===== src/rtl/uart_pkt_pkg.sv =====
// Shared types and constants for the UART command-packet parser.
package uart_pkt_pkg;

    typedef enum logic [2:0] {
        StHunt,
        StCmd,
        StLen,
        StPayload,
        StChk
    } state_t;

    localparam logic [1:0] ERR_NONE    = 2'd0;
    localparam logic [1:0] ERR_CHK     = 2'd1;
    localparam logic [1:0] ERR_LEN     = 2'd2;
    localparam logic [1:0] ERR_TIMEOUT = 2'd3;

    localparam logic [7:0] SYNC_BYTE_DEFAULT = 8'hAA;

endpackage


===== src/rtl/uart_pkt_parser.sv =====
// Frames the UART byte stream into SYNC/CMD/LEN/payload/CHK packets, writes payload out
// and reports each packet as valid or errored, with an inter-byte timeout.
module uart_pkt_parser
    import uart_pkt_pkg::*;
#(
    parameter logic [7:0]  SYNC_BYTE    = SYNC_BYTE_DEFAULT,
    parameter int unsigned MAX_LEN      = 16,
    parameter int unsigned TIMEOUT_CLKS = 208320
) (
    input  logic       clk,
    input  logic       rst,
    input  logic [7:0] rx_byte,
    input  logic       rx_done,
    output logic [7:0] pkt_cmd,
    output logic [7:0] pkt_len,
    output logic       pl_we,
    output logic [7:0] pl_addr,
    output logic [7:0] pl_data,
    output logic       pkt_valid,
    output logic       pkt_err,
    output logic [1:0] err_code,
    output logic       busy
);

    localparam int unsigned     CNT_W     = $clog2(TIMEOUT_CLKS);
    localparam logic [CNT_W-1:0] CNT_ONE  = CNT_W'(1);
    // Sampled one edge early so the error pulse lands TIMEOUT_CLKS-1 clocks after the last byte.
    localparam logic [CNT_W-1:0] CNT_TERM = CNT_W'(TIMEOUT_CLKS - 2);
    localparam logic [7:0]       MAX_LEN_B = 8'(MAX_LEN);

    state_t           state_q, state_d;
    logic [7:0]       acc_q, acc_d;
    logic [7:0]       idx_q, idx_d;
    logic [CNT_W-1:0] cnt_q, cnt_d;
    logic [7:0]       cmd_sh_q, cmd_sh_d;
    logic [7:0]       len_sh_q, len_sh_d;
    logic [7:0]       pkt_cmd_q, pkt_cmd_d;
    logic [7:0]       pkt_len_q, pkt_len_d;
    logic             pl_we_q, pl_we_d;
    logic [7:0]       pl_addr_q, pl_addr_d;
    logic [7:0]       pl_data_q, pl_data_d;
    logic             valid_q, valid_d;
    logic             err_q, err_d;
    logic [1:0]       code_q, code_d;
    logic             timeout;

    always_comb begin
        state_d   = state_q;
        acc_d     = acc_q;
        idx_d     = idx_q;
        cmd_sh_d  = cmd_sh_q;
        len_sh_d  = len_sh_q;
        pkt_cmd_d = pkt_cmd_q;
        pkt_len_d = pkt_len_q;
        pl_we_d   = 1'b0;
        pl_addr_d = pl_addr_q;
        pl_data_d = pl_data_q;
        valid_d   = 1'b0;
        err_d     = 1'b0;
        code_d    = code_q;
        cnt_d     = (state_q == StHunt || rx_done) ? '0 : cnt_q + CNT_ONE;
        // A byte arriving on the terminal cycle takes priority over the timeout.
        timeout   = (state_q != StHunt) && !rx_done && (cnt_q == CNT_TERM);

        if (timeout) begin
            err_d   = 1'b1;
            code_d  = ERR_TIMEOUT;
            state_d = StHunt;
            cnt_d   = '0;
        end else if (rx_done) begin
            unique case (state_q)
                StHunt: begin
                    if (rx_byte == SYNC_BYTE) state_d = StCmd;
                end
                StCmd: begin
                    cmd_sh_d = rx_byte;
                    acc_d    = rx_byte;
                    state_d  = StLen;
                end
                StLen: begin
                    if (rx_byte > MAX_LEN_B) begin
                        err_d   = 1'b1;
                        code_d  = ERR_LEN;
                        state_d = StHunt;
                    end else begin
                        len_sh_d = rx_byte;
                        acc_d    = acc_q ^ rx_byte;
                        idx_d    = 8'd0;
                        state_d  = (rx_byte == 8'd0) ? StChk : StPayload;
                    end
                end
                StPayload: begin
                    pl_we_d   = 1'b1;
                    pl_addr_d = idx_q;
                    pl_data_d = rx_byte;
                    acc_d     = acc_q ^ rx_byte;
                    idx_d     = idx_q + 8'd1;
                    if (idx_q == len_sh_q - 8'd1) state_d = StChk;
                end
                StChk: begin
                    if (rx_byte == acc_q) begin
                        valid_d   = 1'b1;
                        pkt_cmd_d = cmd_sh_q;
                        pkt_len_d = len_sh_q;
                    end else begin
                        err_d  = 1'b1;
                        code_d = ERR_CHK;
                    end
                    state_d = StHunt;
                end
                default: state_d = StHunt;
            endcase
        end
    end

    always_ff @(posedge clk) begin
        if (rst) begin
            state_q   <= StHunt;
            acc_q     <= '0;
            idx_q     <= '0;
            cnt_q     <= '0;
            cmd_sh_q  <= '0;
            len_sh_q  <= '0;
            pkt_cmd_q <= '0;
            pkt_len_q <= '0;
            pl_we_q   <= 1'b0;
            pl_addr_q <= '0;
            pl_data_q <= '0;
            valid_q   <= 1'b0;
            err_q     <= 1'b0;
            code_q    <= ERR_NONE;
        end else begin
            state_q   <= state_d;
            acc_q     <= acc_d;
            idx_q     <= idx_d;
            cnt_q     <= cnt_d;
            cmd_sh_q  <= cmd_sh_d;
            len_sh_q  <= len_sh_d;
            pkt_cmd_q <= pkt_cmd_d;
            pkt_len_q <= pkt_len_d;
            pl_we_q   <= pl_we_d;
            pl_addr_q <= pl_addr_d;
            pl_data_q <= pl_data_d;
            valid_q   <= valid_d;
            err_q     <= err_d;
            code_q    <= code_d;
        end
    end

    assign pkt_cmd   = pkt_cmd_q;
    assign pkt_len   = pkt_len_q;
    assign pl_we     = pl_we_q;
    assign pl_addr   = pl_addr_q;
    assign pl_data   = pl_data_q;
    assign pkt_valid = valid_q;
    assign pkt_err   = err_q;
    assign err_code  = code_q;
    assign busy      = (state_q != StHunt);

endmodule


===== config.mk =====
export PLATFORM = sky130hd
export DESIGN_NAME = uart_pkt_parser
export DESIGN_NICKNAME = d
export VERILOG_FILES = /design/src/rtl/uart_pkt_pkg.sv /design/src/rtl/uart_pkt_parser.sv
export SDC_FILE = /design/constraint.sdc
export NUM_CORES = 1
export LEC_CHECK = 0
export CORE_UTILIZATION = 25
export DETAILED_ROUTE_END_ITERATION = 16
export SETUP_SLACK_MARGIN = 0.05
export SLEW_MARGIN = 20
export SYNTH_ARGS = -nofsm -noshare
export SYNTH_HDL_FRONTEND = slang
export SYNTH_SLANG_ARGS = --single-unit
export TNS_END_PERCENT = 100

===== constraint.sdc =====
create_clock -name clk -period 1.7 [get_ports clk]
set_clock_uncertainty 0.05 [all_clocks]
set_input_delay 0.17 -clock clk [delete_from_list [all_inputs] [get_ports clk]]
set_output_delay 0.17 -clock clk [all_outputs]
set_load 0.05 [all_outputs]

* Yosys cells after proc, flatten, opt, wreduce, memory -nomap -nowiden *
Index checks and enable logic that the tools add are counted.

operators by class
  add/subtract/negate cells = 3
  $lt $le $gt $ge = 1
  equal/unequal tests = 13
  multiplexer cells = 21
  bitwise logic cells = 5
  reductions and logical operators = 23

operators with widths
  operator               count
  $pmux 8 s3             1
  $reduce_and 4->1       5
  $add 18x1->18 const B  1
  $eq 18x18->1 const B   1
  $eq 8x8->1             2
  $mux 8                 2
  $pmux 8 s2             1
  $mux 3                 4
  $pmux 3 s4             1
  $reduce_and 3->1       3
  $reduce_bool 3->1      3
  $add 8x1->8 const B    1
  $eq 8x8->1 const B     1
  $gt 8x5->1 const B     1
  $logic_not 8->1        1
  $mux 2                 4
  $sub 8x1->8 const B    1
  $xor 8x8->8            1
  $eq 3x2->1 const B     2
  $mux 1                 6
  $ne 3x3->1 const B     2
  $reduce_or 3->1        2
  $ne 2x2->1 const B     2
  $not 1->1              4
  other kinds (12)       14

word-level totals
  flip-flop bits (word level) = 90
  output and inout port bits = 38
  word-level logic and storage cells = 80

* Longest topological paths before layout *
  depth after elaboration = 5
  mapped depth = 9
  mapped depth without buffers = 8

* Worst setup path after synthesis *
OpenSTA, ideal clock, no wires.

  path kind = flip-flop to flip-flop
  start point = reg len_sh_q[0]
  end point = reg state_q[2]
  setup time = 0.086 ns
  arrival time = 1.691 ns
  setup slack = -0.126 ns
  stages on the path, launching flop included = 8
  clock period less this slack = 1.826 ns
  cell sequence = dfxtp_1 > inv_1 > ha_1 > xor2_1 > o31a_1 > nor3_1 > a41oi_1 > a211oi_1

on the way
  cells in the longest elaborated chain, start to end = 4

ends and longest elaborated chain
  item                        line                    RTL
  from (decl)                 uart_pkt_parser.sv:36   logic [7:0] len_sh_q, len_sh_d;
  from (signal assigned)      uart_pkt_parser.sv:138  len_sh_q <= len_sh_d;
  $sub 8x1->8                 uart_pkt_parser.sv:98   if (idx_q == len_sh_q - 8'd1) state_d = StChk;
  $eq 8x8->1                  uart_pkt_parser.sv:98
  $ne 2x2->1 (no line)        --
  $reduce_and 3->1 (no line)  --
  to (signal assigned)        uart_pkt_parser.sv:118  state_q <= StHunt;
  to (signal assigned)        uart_pkt_parser.sv:133  state_q <= state_d;
  to (decl)                   uart_pkt_parser.sv:31   state_t state_q, state_d;

No other way between the ends.
A chain may end at the register's enable or synchronous reset.

* Final worst setup path *
  start point = reg acc_q[0]
  end point = reg pkt_cmd_q[7], in the netlist pkt_cmd[7]

on the way
  cells in the longest elaborated chain, start to end = 2

ends and longest elaborated chain
  item                        line                    RTL
  from (decl)                 uart_pkt_parser.sv:32   logic [7:0] acc_q, acc_d;
  from (signal assigned)      uart_pkt_parser.sv:119  acc_q <= '0;
  from (signal assigned)      uart_pkt_parser.sv:134  acc_q <= acc_d;
  $eq 8x8->1                  uart_pkt_parser.sv:101  if (rx_byte == acc_q) begin
  $reduce_and 4->1 (no line)  --
  to (signal assigned)        uart_pkt_parser.sv:139  pkt_cmd_q <= pkt_cmd_d;
  to (decl)                   uart_pkt_parser.sv:37   logic [7:0] pkt_cmd_q, pkt_cmd_d;

No other way between the ends.

==> flow_metrics.tcl <==
set metrics [dict create \
    grt.total_usage_pct 13.6 \
    critPathLaunchType "flip-flop" \
    ys_ff_latch 90 \
    die-width_um 130 \
    pre_cts_ws_ns -0.561 \
    ant_nets 0 \
    fin_area_um2 5800 \
    finalHoldViolCount 0 \
    multi_input_area_um2 2250 \
    first_pass_iters 5 \
    finalWirelength_um 10900 \
    synth_common_cells "dfxtp_1, nand2_1, nor2_1" \
    min_period_over_period_pct 101 \
    grt_pass1_wl_um 17700 \
    cts_tree "done" \
    peakVddDrop_uv 498 \
    finalSetupViolCount 6 \
    synth_area_leaders "dfxtp_1, nand2_1, nor2_1, xor2_1, mux2i_1" \
    status "complete, but fails checks" \
    syn_inst 486 \
    grt_use_met2_pct 21.9 \
    max_freq_mhz 584 \
    rsz0062_at_grt "yes" \
    crit_type "reg2reg" \
    fp.coreArea_um2 15900 \
    r2r_start "acc_q[0]" \
    rows 46 \
    cp_data_arrival_time_ns 1.89 \
    htreeDepth 3 \
    drive_above_1_share_pct 31.5 \
    port_buffers 48 \
    cts.sinks 90 \
    synth_top_cell_area_share_pct 44.0 \
    diodes 0 \
    gp_congestion 0.821 \
    grt-ovfl-total 0 \
    fin_setup_tns_ns -0.0465 \
    ys_warn_count 0 \
    yosysMostFrequentCell "dfxtp_1" \
    max_cap_violations 0 \
    synth_edf_count 0 \
    fillers 1629 \
    synth_top_cell_by_area "dfxtp_1" \
    via_per_inst 4.54 \
    die_area_um2 16900 \
    fin_crit_ns 1.71 \
    cts_hold_buf 0 \
    area_delta_synth_final_pct 41.7 \
    synth_cell_type_count 52 \
    hold_path.class "in2reg" \
    clk_pin_slew_ns 0.07 \
    power.density_nw_per_um2 936 \
    die_h_um 130 \
    dpl-instance-area_um2 5180 \
    drc 0 \
    ys.flop_type "dfxtp_1" \
    grt_pass1_vias 3538 \
    drt_iter0_drc 182 \
    stdcell_count 816 \
    wl_per_cell_um 13.3 \
    worstPathRequired_ns 1.88 \
    post-dp-hpwl_um 7900 \
    avgSynthCellArea_um2 8.42 \
    numCtsBuffers 9 \
    critPathLaunch "acc_q[0]" \
    vias 3701 \
    placed_cells 786 \
    violations "setup timing" \
    hold_slack_ns 0.115 \
    use_met3_pct 3.44 \
    ios 49 \
    fin_nets 610 \
    netlist_area_um2 4090 \
    busiest_layer "met2" \
    synthesis.nets 501 \
    clockBufferDepth 2 \
    max_slew.worst_pin.slew_ns 0.486 \
    seqCellArea_um2 1820 \
    worst_slack_ns -0.0116 \
    ys_seq_area_share_pct 44.0 \
    grt_max_degree 63 \
    start_util_pct 25.7 \
    power.leakage_nw 2.36 \
    worst-path-max-fanout 5 \
    end_kind "flip-flop" \
    clock-root-buffer "clkbuf_16" \
    async_reset_ff_share_pct 0 \
    slew_violations 0 \
    hp-start "rx_byte[3]" \
    clk_latency_ns 0.35 \
    antenna_found_initial 0 \
    relSlewSlack_pct 67.7 \
    grt.met1_usage_pct 17.5 \
]
==> routing by layer <==
layer | share of wire (%) | routed length [µm]
met2 | 47 | 5050
met5 | 0 | 0
met3 | 4.3 | 463
met4 | 1.6 | 174
met1 | 48 | 5160
==> layout by cell type (no fill, tap or decap), types with 7 or more instances in the layout <==
master     synthesis  layout
nand2_1           74      74
buf_4              4     108
a21oi_1           38      36
clkbuf_16          0      10
o21ai_1            6      11
mux2i_1           20      20
nand2b_1           7       7
xor2_1            25      24
xnor2_1           15      15
dfxtp_2            0      10
dfxtp_1           90      79
nand3_1           12      11
nor2_1            69      65
==> cells by family after synthesis <==
group / synth area share [%]
DFF: 44.0
xor gates and xnor gates: 8.56
and+or+nand+nor: 24.4
muxes: 4.89
AOI/OAI and AO/OA: 12.2
adders and majority gates: 1.22
buffers and inverters: 4.71
==> worst max-delay path: stages, from the launching register on <==
cell and delay [ns]:
dfxtp_2 0.33, xor2_1 0.15, nor4_2 0.32, buf_4 0.18, nand3_4 0.08, buf_12 0.15
buf_12 0.13, mux2i_1 0.14, nor2_1 0.05
==> final cells by class <==
type	instances	area share, %
clock buffer	9	3.88
clock inverter	7	1.38
inverter	7	0.453
multi-input combinational	355	38.9
sequential	90	31.3
tap	216	4.66
timing repair buffer	132	19.4
==> state kept, by name, summed over array words and instances (netlist names), 8 cells and up <==
signal    cells
pkt_cmd       8
len_sh_q      8
pl_data       8
idx_q         8
cnt_q        18
pkt_len       8
pl_addr       8
acc_q         8
cmd_sh_q      8
==> final timing paths <==
check	depth (start not counted)	to	slack (ns)
hold / removal	3	pl_data[3]	0.11
setup / recovery	8	pkt_cmd[7]	-0.01
hold reg to reg	2	cmd_sh_q[2]	0.41
setup reg to reg	8	pkt_cmd[7]	-0.01
==> power breakdown <==
part	internal [mW]	leakage, nW	switching, mW
sequential	2.20	0.731	0.0972
combinational	0.533	1.49	0.593
clock	1.15	0.142	0.860
==> repair_timing <==
| action | in CTS | in global routing |
|---|---|---|
| pin swaps | 24 | 18 |
| setup endpoints to repair | 59 | 51 |
| resized for setup | 50 | 19 |
| setup buffers | 9 | 3 |
| gates cloned | 3 | 1 |
==> through the flow <==
step	utilization (%)	total power, mW
final	36.4	5.43
after global placement	32.5	3.36
after detailed placement	32.5	3.38
after floorplan	-	2.93
after CTS	36.1	5.48
after global routing	36.4	5.69
Note: power is estimated with default switching activity, not from simulation.
